### src/rtl/uart_tx_serializer.sv
// UART transmit serializer: latches one word plus its framing config per handshake
// and shifts start, data (LSB first), optional parity and stop bits onto a registered tx line.
module uart_tx_serializer #(
    parameter int DATA_WIDTH = 8,
    parameter int DIV_WIDTH  = 16
) (
    input  logic                  clk,
    input  logic                  rst_n,
    input  logic                  txValid,
    output logic                  txReady,
    input  logic [DATA_WIDTH-1:0] txData,
    input  logic [DIV_WIDTH-1:0]  cfgDivisor,
    input  logic [4:0]            cfgOverSampling,
    input  logic [3:0]            cfgDataBits,
    input  logic                  cfgParityEnable,
    input  logic                  cfgParityType,
    input  logic                  cfgParityErrorInject,
    input  logic [1:0]            cfgStopBits,
    output logic                  tx,
    output logic                  busy,
    output logic                  txDone,
    output logic [2:0]            dbg_state
);

    localparam int IW = (DATA_WIDTH > 1) ? $clog2(DATA_WIDTH) : 1;
    localparam logic [3:0] MAX_BITS = 4'(DATA_WIDTH);

    typedef enum logic [2:0] {S_IDLE, S_START, S_DATA, S_PARITY, S_STOP} state_t;

    state_t                state, state_n;
    logic [DIV_WIDTH-1:0]  tick_cnt, tick_cnt_n;
    logic [4:0]            sample_cnt, sample_cnt_n;
    logic [IW-1:0]         bit_idx, bit_idx_n;
    logic                  stop_cnt, stop_cnt_n;
    logic [DATA_WIDTH-1:0] data_q, data_n;
    logic [3:0]            nbits_q, nbits_n;
    logic [4:0]            os_q, os_n;
    logic [DIV_WIDTH-1:0]  div_q, div_n;
    logic                  par_en_q, par_en_n;
    logic                  par_bit_q, par_bit_n;
    logic                  two_stop_q, two_stop_n;
    logic                  tx_n, done_n;

    logic [3:0]            nbits_s;
    logic [4:0]            os_s;
    logic [DIV_WIDTH-1:0]  div_s;
    logic                  par_s;
    logic                  tick_wrap, bit_end;

    // Handshake: a word transfers on a rising edge where txValid && txReady; txReady is
    // high only in IDLE, txValid may be held and the word/config are sampled only at that edge.
    assign txReady   = (state == S_IDLE);
    assign busy      = (state != S_IDLE);
    assign dbg_state = state;

    // Out-of-range config is clamped as it is latched, so the frame logic never sees it.
    always_comb begin
        nbits_s = cfgDataBits;
        if (cfgDataBits < 4'd5)
            nbits_s = 4'd5;
        else if (cfgDataBits > MAX_BITS)
            nbits_s = MAX_BITS;
        os_s  = (cfgOverSampling == 5'd13) ? 5'd13 : 5'd16;
        div_s = (cfgDivisor == '0) ? DIV_WIDTH'(1) : cfgDivisor;
        par_s = cfgParityType ^ cfgParityErrorInject;
        for (int i = 0; i < DATA_WIDTH; i++) begin
            if (i < int'(nbits_s))
                par_s = par_s ^ txData[i];
        end
    end

    assign tick_wrap = (tick_cnt == div_q - DIV_WIDTH'(1));
    assign bit_end   = tick_wrap && (sample_cnt == os_q - 5'd1);

    always_comb begin
        state_n      = state;
        tick_cnt_n   = tick_cnt;
        sample_cnt_n = sample_cnt;
        bit_idx_n    = bit_idx;
        stop_cnt_n   = stop_cnt;
        data_n       = data_q;
        nbits_n      = nbits_q;
        os_n         = os_q;
        div_n        = div_q;
        par_en_n     = par_en_q;
        par_bit_n    = par_bit_q;
        two_stop_n   = two_stop_q;
        done_n       = 1'b0;
        tx_n         = 1'b1;

        if (state == S_IDLE) begin
            if (txValid) begin
                state_n      = S_START;
                tick_cnt_n   = '0;
                sample_cnt_n = '0;
                bit_idx_n    = '0;
                stop_cnt_n   = 1'b0;
                data_n       = txData;
                nbits_n      = nbits_s;
                os_n         = os_s;
                div_n        = div_s;
                par_en_n     = cfgParityEnable;
                par_bit_n    = par_s;
                two_stop_n   = (cfgStopBits == 2'd2);
            end
        end else begin
            if (tick_wrap) begin
                tick_cnt_n   = '0;
                sample_cnt_n = bit_end ? 5'd0 : sample_cnt + 5'd1;
            end else begin
                tick_cnt_n = tick_cnt + DIV_WIDTH'(1);
            end
            if (bit_end) begin
                case (state)
                    S_START: begin
                        state_n   = S_DATA;
                        bit_idx_n = '0;
                    end
                    S_DATA: begin
                        if (4'(bit_idx) == nbits_q - 4'd1)
                            state_n = par_en_q ? S_PARITY : S_STOP;
                        else
                            bit_idx_n = bit_idx + IW'(1);
                    end
                    S_PARITY: state_n = S_STOP;
                    S_STOP: begin
                        if (two_stop_q && !stop_cnt) begin
                            stop_cnt_n = 1'b1;
                        end else begin
                            state_n = S_IDLE;
                            done_n  = 1'b1;
                        end
                    end
                    default: state_n = S_IDLE;
                endcase
            end
        end

        // tx is registered from the next-state view so it changes together with the state.
        case (state_n)
            S_START:  tx_n = 1'b0;
            S_DATA:   tx_n = data_n[bit_idx_n];
            S_PARITY: tx_n = par_bit_n;
            default:  tx_n = 1'b1;
        endcase
    end

    always_ff @(posedge clk or negedge rst_n) begin
        if (!rst_n) begin
            state      <= S_IDLE;
            tick_cnt   <= '0;
            sample_cnt <= '0;
            bit_idx    <= '0;
            stop_cnt   <= 1'b0;
            data_q     <= '0;
            nbits_q    <= '0;
            os_q       <= '0;
            div_q      <= '0;
            par_en_q   <= 1'b0;
            par_bit_q  <= 1'b0;
            two_stop_q <= 1'b0;
            tx         <= 1'b1;
            txDone     <= 1'b0;
        end else begin
            state      <= state_n;
            tick_cnt   <= tick_cnt_n;
            sample_cnt <= sample_cnt_n;
            bit_idx    <= bit_idx_n;
            stop_cnt   <= stop_cnt_n;
            data_q     <= data_n;
            nbits_q    <= nbits_n;
            os_q       <= os_n;
            div_q      <= div_n;
            par_en_q   <= par_en_n;
            par_bit_q  <= par_bit_n;
            two_stop_q <= two_stop_n;
            tx         <= tx_n;
            txDone     <= done_n;
        end
    end

endmodule

### config.mk
export PLATFORM = sky130hd
export DESIGN_NAME = uart_tx_serializer
export DESIGN_NICKNAME = d
export VERILOG_FILES = /design/src/rtl/uart_tx_serializer.sv
export SDC_FILE = /design/constraint.sdc
export NUM_CORES = 1
export LEC_CHECK = 0
export CAP_MARGIN = 25
export CORE_MARGIN = 3
export CORE_UTILIZATION = 60
export DETAILED_ROUTE_END_ITERATION = 6
export GPL_TIMING_DRIVEN = 0
export PLACE_DENSITY = 0.93
export SLEW_MARGIN = 20
export SYNTH_ARGS = -nofsm -noshare
export SYNTH_HDL_FRONTEND = slang
export SYNTH_SLANG_ARGS = --single-unit
### constraint.sdc
create_clock -name clk -period 8.5 [get_ports clk]
set_clock_uncertainty 0.1 [all_clocks]
set_input_delay 2.55 -clock clk [delete_from_list [all_inputs] [get_ports clk]]
set_output_delay 2.55 -clock clk [all_outputs]
set_load 0.03 [all_outputs]
## Word level (Yosys, flattened, before mapping)

Index checks and enable logic that the tools add are counted.
W data, S select, Z words.

- Flip-flop bits (word level): 66
- Input bits: 41
- Output and inout port bits: 7
- Logic and storage cells: 113

- Add/sub/neg operators: 6
- Order comparisons: 11
- Equality and inequality tests: 13
- Mux-type cells: 47
- Bitwise logic cells: 9
- Reduce and logical (&&, ||, !) cells: 13

Operators by type and width:

| operator | count |
|---|---|
| $mux W16 | 4 |
| $mux W3 | 10 |
| $mux W5 | 5 |
| $mux W1 | 20 |
| $add A16 B1 Y16 const B | 1 |
| $eq A16 B16 Y1 | 1 |
| $logic_not A16 Y1 | 1 |
| $lt A3 B4 Y1 const A | 4 |
| $mux W8 | 2 |
| $sub A16 B1 Y16 const B | 1 |
| $eq A3 B2 Y1 const B | 4 |
| $pmux W3 S4 | 1 |
| $xor A1 B1 Y1 | 9 |
| $lt A1 B4 Y1 const A | 2 |
| $lt A2 B4 Y1 const A | 2 |
| $mux W4 | 2 |
| $reduce_bool A2 Y1 | 4 |
| $eq A3 B1 Y1 const B | 2 |
| $pmux W3 S2 | 1 |
| $add A5 B1 Y5 const B | 1 |
| $eq A5 B4 Y1 const B | 1 |
| $eq A5 B5 Y1 | 1 |
| $sub A5 B1 Y5 const B | 1 |
| $eq A3 B4 Y1 | 1 |
| 16 further kinds | 18 |

## Logic depth before layout (Yosys ltp)

Gate-level depths: netlist of run 1.

- Depth in word-level cells: 22
- Gate-level depth with buffers: 14
- Depth with buffers taken out: 12

## Worst setup path after synthesis of run 1

Ideal clock, no wire load.

- Path kind: input port to flip-flop
- Start point: in txValid
- End point: reg tx
- Library setup time: 0.068 ns
- Arrival time: 4.347 ns
- Setup slack: 3.985 ns
- Stages on the path: 10
- Buffers on the path: 1
- Path through: clkbuf_1 nor2_1 o31ai_1 a41o_1 o21ai_0 mux2i_1 mux2i_1 mux2_2 o211a_1 a2bb2oi_2

- Cells in the longest elaborated chain, start to end: 5
- Elaborated cells on any way between the ends: 14

RTL lines:

| element | RTL line | source |
|---|---|---|
| start, declared | 9 | `input logic txValid,` |
| $mux W8 or $mux W3 (tied branches) | 92 | `if (txValid) begin` |
| $mux W8 or $mux W3 (tied branches) | 91 | `if (state == S_IDLE) begin` |
| $bmux W1 S3 | 142 | `S_DATA: tx_n = data_n[bit_idx_n];` |
| $mux W1 (implied by the code) | 142 |  |
| $pmux W1 S3 * | 140 | `case (state_n)` |
| via tx_n | 42 | `logic tx_n, done_n;` |
| end signal, assigned | 177 | `tx <= tx_n;` |
| end, declared | 19 | `output logic tx,` |

Mark *: on every way through the listed nets, which the timed path passes. The rest lies on a longest branch. The select of a mux whose other input is x is not followed.
A chain may end at the register's enable or synchronous reset.

## Worst setup path in the final report of run 1

- Start point: reg state[0], in the netlist dbg_state[0]
- End point: out busy

- Cells in the longest elaborated chain, start to end: 1

RTL lines:

| element | RTL line | source |
|---|---|---|
| start, declared | 30 | `state_t state, state_n;` |
| start signal, assigned | 165 | `state <= state_n;` |
| $reduce_bool A3 Y1 | 53 | `assign busy = (state != S_IDLE);` |
| end, declared | 20 | `output logic busy,` |

No other way between the ends.

==> results.sh, run 1 <==
export IMPL_numCtsBuffers=9
export IMPL_power_leakage_nw=1.90
export IMPL_synthArstFlopShare_pct=100
export IMPL_critPathLaunchType="register"
export IMPL_worst_slew_pin_slew_ns=0.720
export IMPL_postCtsHoldBufs=0
export IMPL_yosysTopAreaCell="dfrtp_1"
export IMPL_row_count=28
export IMPL_max_freq_mhz=197
export IMPL_overflow=0
export IMPL_crit_top_cell="clkbuf_1"
export IMPL_antenna_cells=0
export IMPL_clk_latency_ns=0.34
export IMPL_tns_ns=0
export IMPL_r2r_slack_ns=4.31
export IMPL_syn_nets=447
export IMPL_grt_first_pass_wirelength_um=16100
export IMPL_dp_final_hpwl_um=6850
export IMPL_status="completed"
export IMPL_yosysWarnings=0
export IMPL_die_h_um=85.6
export IMPL_numClockSinks=63
export IMPL_die_x_um=85.6
export IMPL_drt_total_wl_um=9570
export IMPL_via_per_inst=6.20
export IMPL_synth_cell_types=55
export IMPL_yosysSeqAreaShare_pct=41.5
export IMPL_initial_core_util_pct=63.0
export IMPL_ir_drop_v=0.000175
export IMPL_synth_top_area_share_pct=40.9
export IMPL_drtAntennaViolNets=0
export IMPL_dp_worst_setup_slack_ns=3.51
export IMPL_ctsRootBufferMaster="clkbuf_8"
export IMPL_hold_violations=0
export IMPL_crit_family="buffers and inverters"
export IMPL_finalCritPeriodShare_pct=59.6
export IMPL_pin_count=48
export IMPL_crit_fanout=10
export IMPL_power_total_mw=1.10
export IMPL_grtUsageTotal_pct=27.6
export IMPL_critPathCaptureType="output port"
export IMPL_post_cts_buffers=0
export IMPL_fin_crit_ns=5.07
export IMPL_grt_pass1_vias=3463
export IMPL_routabilityCongestion=0.888
export IMPL_path_clk_slew_ns=0.07
export IMPL_cts_resized=0
export IMPL_vias=3343
export IMPL_dieArea_um2=7320
export IMPL_drt_iter0_drc=234
export IMPL_antenna_found_initial=0
export IMPL_core_area_um2=6030
export IMPL_cts_htree_levels=3
export IMPL_syn_area_um2=3800
export IMPL_hold_path_class="reg -> reg"
export IMPL_layout_setup_ws_ns=3.43
export IMPL_ys_flop_type="dfrtp_1"
export IMPL_wl_per_cell_um=17.8
export IMPL_yosys_top_cells_area="dfrtp_1 (41%), mux2_2 (8.3%), xnor2_1 (6.7%)"
export IMPL_critPathSlowestCell="clkdlybuf4s50_1"
export IMPL_synth_edff_count=0
export IMPL_crit_buf_inv=3
export IMPL_setup_violations=0
export IMPL_synth_area_per_cell_um2=9.47
export IMPL_cap_violations=0
export IMPL_crit_path_max_incr_delay_ns=0.75
export IMPL_port_buffers=46
export IMPL_cp_arrival_ns=2.42
export IMPL_ys_ff_latch=63
export IMPL_fin_util_pct=76.6
export IMPL_drc=0
export IMPL_finalMaxSlewViolations=0
export IMPL_path_cells="clkbuf_1 > or3_1 > clkbuf_1 > clkdlybuf4s50_1"
export IMPL_cts_tree="yes"
export IMPL_drive_above_1_share_pct=11.6
export IMPL_crit_required_ns=5.85
export IMPL_crit_type="reg -> out"
export IMPL_drt_first_pass_iters=4
export IMPL_clock_path_buffers=2
export IMPL_fill_cells=419
export IMPL_slew_headroom_pct=52.0
export IMPL_synth_cells=401
export IMPL_area_delta_synth_final_pct=21.5
export IMPL_rsz0062_at_grt="false"
export IMPL_layout_nets=505
export IMPL_grt_start_max_net_pins=43
export IMPL_p_per_area_nw_per_um2=238
[cells by family after synthesis]
group | Yosys count | synth area share (%)
multiplexers | 36 | 10.4
AO/OA/AOI/OAI | 81 | 13.9
AND/OR/NAND/NOR | 146 | 19.9
XOR/XNOR | 42 | 9.69
flip-flops | 63 | 41.5
buffers and inverters | 28 | 2.97
adder cells (fa/ha/maj) | 5 | 1.65
[final timing paths]
| path | from | endpoint | depth (start not counted) |
|---|---|---|---|
| max | dbg_state[0] | busy | 4 |
| min | data_q[0] | data_q[0] | 1 |
| max reg2reg | div_q[0] | tx | 13 |
| min reg2reg | data_q[0] | data_q[0] | 1 |
| max in group asynchronous | rst_n | tx | 2 |
| min in group asynchronous | rst_n | tick_cnt[2] | 1 |
[synth_stat cells (all sizes together), types with 4 or more instances]
master  number
nand2b       4
xnor2       29
or4          4
nand4        7
o31ai        8
clkbuf      14
inv         11
nor2b        4
mux2        28
a21oi       10
nor4         8
dfrtp       62
nor3        12
o21ai       36
mux2i        8
nand3       19
xor2        13
nand2       36
or3          7
nor2        25
ha           5
and3        10
[report_power, final]
part / switching [mW] / total [mW] / internal, mW / leakage, nW
Sequential: 0.0833 / 0.452 / 0.368 / 0.779
Clock: 0.124 / 0.325 / 0.202 / 0.122
Combinational: 0.158 / 0.320 / 0.162 / 1.00
Total: 0.365 / 1.10 / 0.732 / 1.90
[cell usage in the layout (no fill, tap or decap), types with 4 or more instances in the layout]
| cell type | netlist | final |
|---|---|---|
| a21oi_1 | 10 | 10 |
| and3_1 | 10 | 10 |
| clkbuf_1 | 14 | 14 |
| clkbuf_8 | 0 | 10 |
| clkdlybuf4s50_1 | 0 | 45 |
| dfrtp_1 | 62 | 62 |
| ha_1 | 5 | 5 |
| inv_1 | 11 | 11 |
| mux2_2 | 28 | 28 |
| mux2i_1 | 8 | 8 |
| nand2_1 | 36 | 36 |
| nand2b_1 | 4 | 4 |
| nand3_1 | 19 | 19 |
| nand4_1 | 7 | 7 |
| nor2_1 | 25 | 25 |
| nor2b_1 | 4 | 4 |
| nor3_1 | 12 | 12 |
| nor4_1 | 7 | 7 |
| o21ai_0 | 35 | 35 |
| o31ai_1 | 8 | 8 |
| or3_1 | 7 | 7 |
| xnor2_1 | 29 | 29 |
| xor2_1 | 13 | 13 |
[per-stage QoR]
| step | hold WS (ns) | area [um^2] | std cells |
|---|---|---|---|
| 2_1_floorplan | 0.358 | 3800 | 401 |
| 3_3_place_gp | 0.378 | 4350 | 522 |
| 3_5_place_dp | 0.383 | 4370 | 523 |
| 4_1_cts | 0.404 | 4610 | 539 |
| 5_1_grt | 0.419 | 4610 | 539 |
| 6_report | 0.404 | 4610 | 539 |
[state kept, by name (all words and copies together) (netlist names)]
| signal | cells |
|---|---|
| div_q | 16 |
| sample_cnt | 5 |
| txDone | 1 |
| par_en_q | 1 |
| tick_cnt | 16 |
| stop_cnt | 1 |
| tx | 1 |
| os_q | 2 |
| data_q | 8 |
| nbits_q | 4 |
| two_stop_q | 1 |
| par_bit_q | 1 |
| bit_idx | 3 |
| dbg_state | 3 |
[per-layer routing]
metal | routed length [um] | track usage (%)
met1 | 3820 | 33.2
met2 | 5110 | 48.9
met3 | 388 | 4.03
met4 | 249 | 12.1
met5 | 0 | 0
[layout make-up]
class                   instances  area (um^2)  area share, %
plain buffers                  17         71.3           1.55
clock buffers                  10          138           2.98
clock inverters                 6          108           2.33
inverters                      11         41.3          0.895
multi-input cells             310         2110           45.7
flip-flops and latches         63         1580           34.2
well taps                      75         93.8           2.03
repair buffers                 47          478           10.4
No activity file was read; power rests on OpenSTA's default activity.
==> run 2: changes to the inputs <==
--- a/config.mk
+++ b/config.mk
@@ -7,10 +7,10 @@
 export LEC_CHECK = 0
 export CAP_MARGIN = 25
 export CORE_MARGIN = 3
-export CORE_UTILIZATION = 60
+export CORE_UTILIZATION = 50
 export DETAILED_ROUTE_END_ITERATION = 6
 export GPL_TIMING_DRIVEN = 0
-export PLACE_DENSITY = 0.93
+export PLACE_DENSITY = 0.84
 export SLEW_MARGIN = 20
 export SYNTH_ARGS = -nofsm -noshare
 export SYNTH_HDL_FRONTEND = slang
==> constraint.sdc (replaced) <==
create_clock -name clk -period 4.3 [get_ports clk]
set_clock_uncertainty 0.1 [all_clocks]
set_input_delay 1.29 -clock clk [delete_from_list [all_inputs] [get_ports clk]]
set_output_delay 1.29 -clock clk [all_outputs]
set_load 0.03 [all_outputs]
==> run 2 against run 1 <==
Net effect:
- first-iteration DRC count fell by 33%
- clock power grew 66%
- critical path depth rose by 9
- worst setup slack worse by 3.2 ns
- cell count grew 4.5%
- combinational power increased by 91%
- sequential power rose by 98%
- power rose by 86%
- sequential cell count unchanged
- wire length is 8.8% lower
- sequential share of layout area is essentially flat
- non-clock buffer count is the same
==> results.sh, run 2 (synthesized netlist as in run 1, its figures left out) <==
export IMPL_cp_arrival_ns=4.24
export IMPL_final_common_cell="dfrtp_1"
export IMPL_drive_above_1_share_pct=11.6
export IMPL_finalCritPeriodShare_pct=94.5
export IMPL_critPathLaunchType="register"
export IMPL_dp_worst_setup_slack_ns=0.260
export IMPL_core_area_um2=7290
export IMPL_drtAntennaViolNets=0
export IMPL_critPathCaptureType="register"
export IMPL_numCtsBuffers=9
export IMPL_row_count=31
export IMPL_crit_required_ns=4.47
export IMPL_rr_worst_depth=13
export IMPL_ir_drop_v=0.000205
export IMPL_r2r_start="div_q[0]"
export IMPL_cts_htree_levels=3
export IMPL_fin_crit_ns=4.06
export IMPL_drt_first_pass_iters=5
export IMPL_slew_headroom_pct=53.7
export IMPL_clock_path_buffers=2
export IMPL_grt_pass1_vias=3171
export IMPL_ctsRootBufferMaster="clkbuf_8"
export IMPL_path_clk_slew_ns=0.07
export IMPL_swShare_pct=34.0
export IMPL_crit_type="reg -> reg"
export IMPL_die_x_um=93.2
export IMPL_drt_iter0_drc=156
export IMPL_whs_path_depth=1
export IMPL_overflow=0
export IMPL_setup_violations=0
export IMPL_initial_core_util_pct=52.1
export IMPL_r2r_slack_ns=0.24
export IMPL_combPwrFrac_pct=29.9
export IMPL_dieArea_um2=8680
export IMPL_status="completed"
export IMPL_port_buffers=46
export IMPL_routabilityCongestion=0.894
export IMPL_cts_tree="yes"
export IMPL_layout_setup_ws_ns=0.238
export IMPL_hold_violations=0
export IMPL_clockPowerShare_pct=26.3
export IMPL_p_int_mw=1.35
export IMPL_wl_per_cell_um=15.5
export IMPL_clk_latency_ns=0.35
export IMPL_die_h_um=93.2
export IMPL_via_per_inst=5.73
export IMPL_tns_ns=0
export IMPL_pin_count=48
export IMPL_postCtsHoldBufs=0
export IMPL_seqPwrFrac_pct=43.8
export IMPL_worst_slew_pin_slew_ns=0.689
export IMPL_crit_fanout=9
export IMPL_timing_rr_end="tx"
export IMPL_power_leakage_nw=1.88
export IMPL_area_delta_synth_final_pct=21.4
export IMPL_p_per_area_nw_per_um2=443
export IMPL_cap_violations=0
export IMPL_whs_endpoint="data_q[2]"
export IMPL_grtUsageTotal_pct=21.1
export IMPL_hold_path_class="reg -> reg"
export IMPL_rsz0062_at_grt="false"
export IMPL_grt_first_pass_wirelength_um=14600
export IMPL_grt_start_max_net_pins=40
export IMPL_final_cell_mix="dfrtp_1 (62), clkdlybuf4s50_1 (45), nand2_1 (36), o21ai_0 (35), xnor2_1 (29)"
export IMPL_antenna_found_initial=0
export IMPL_numClockSinks=63
export IMPL_max_freq_mhz=246
export IMPL_dp_final_hpwl_um=6590
export IMPL_antenna_cells=0
export IMPL_drt_total_wl_um=8720
export IMPL_vias=3228
export IMPL_power_switching_uw=695
export IMPL_finalMaxSlewViolations=0
export IMPL_min_from="data_q[2]"
export IMPL_layout_nets=505
export IMPL_top_regs="div_q: 16 flops, tick_cnt: 16 flops, data_q: 8 flops"
export IMPL_drc=0
[run 2: worst max-delay path, cell delays in order, from the launching register on]
cell	delay [ns]
dfrtp_1	0.43
inv_1	0.10
ha_1	0.14
clkbuf_1	0.31
inv_1	0.11
or4_4	0.56
xor2_1	0.16
nand4_1	0.13
nor3_1	0.60
mux2i_2	0.53
mux2i_1	0.15
mux2_2	0.28
o211a_1	0.23
a2bb2oi_2	0.16
[run 2: worst max-delay path by stage]
stage          startpoint        end  slack [ns]  cells after the start
6_report         div_q[0]         tx        0.24                     13
5_1_grt          div_q[0]         tx        0.09                     13
4_1_cts          div_q[0]         tx        0.19                     13
3_5_place_dp     div_q[0]         tx        0.26                     13
3_3_place_gp        rst_n  data_q[7]       -0.14                      1
2_1_floorplan    div_q[0]         tx        0.76                     13
[run 2: power by group through the flow]
stage / clock, mW / sequential [mW] / combinational [mW]
finish: 0.538 / 0.894 / 0.612
global route: 0.568 / 0.914 / 0.685
CTS: 0.549 / 0.892 / 0.615
detailed placement: 0 / 0.901 / 0.609
global placement: 0 / 0.891 / 0.576
floorplan: 0 / 0.856 / 0.463
[run 2: final cells by class]
| cell class | count | area (um^2) |
|---|---|---|
| Buffer | 17 | 71.3 |
| Clock buffer | 12 | 155 |
| Clock inverter | 4 | 53.8 |
| Fill cell | 624 | 2680 |
| Inverter | 11 | 41.3 |
| Multi-Input combinational cell | 310 | 2110 |
| Sequential cell | 63 | 1580 |
| Tap cell | 99 | 124 |
| Timing Repair Buffer | 47 | 478 |
[run 2: what timing repair did]
action,4_1_cts,5_1_grt
setup endpoints to repair,0,1
resized for setup,0,1
buffers inserted,0,0
[run 2: metal layers]
layer | part of all wire (%) | vias to the layer above | GRT usage, %
li1 | - | 1572 | -
met1 | 42 | 1568 | 25.1
met2 | 52 | 74 | 37.3
met3 | 4.4 | 14 | 5.15
met4 | 1.4 | 0 | 6.96
met5 | 0 | - | 0
[run 2: stage by stage]
| stage | area, um^2 | cells | total power [mW] | hold WS, ns | utilization [%] |
|---|---|---|---|---|---|
| 2_1_floorplan | 3800 | 401 | 1.32 | 0.358 | - |
| 3_3_place_gp | 4380 | 546 | 1.47 | 0.381 | 60.1 |
| 3_5_place_dp | 4400 | 547 | 1.51 | 0.387 | 60.3 |
| 4_1_cts | 4610 | 563 | 2.06 | 0.403 | 63.2 |
| 5_1_grt | 4610 | 563 | 2.17 | 0.419 | 63.2 |
| 6_report | 4610 | 563 | 2.04 | 0.398 | 63.2 |
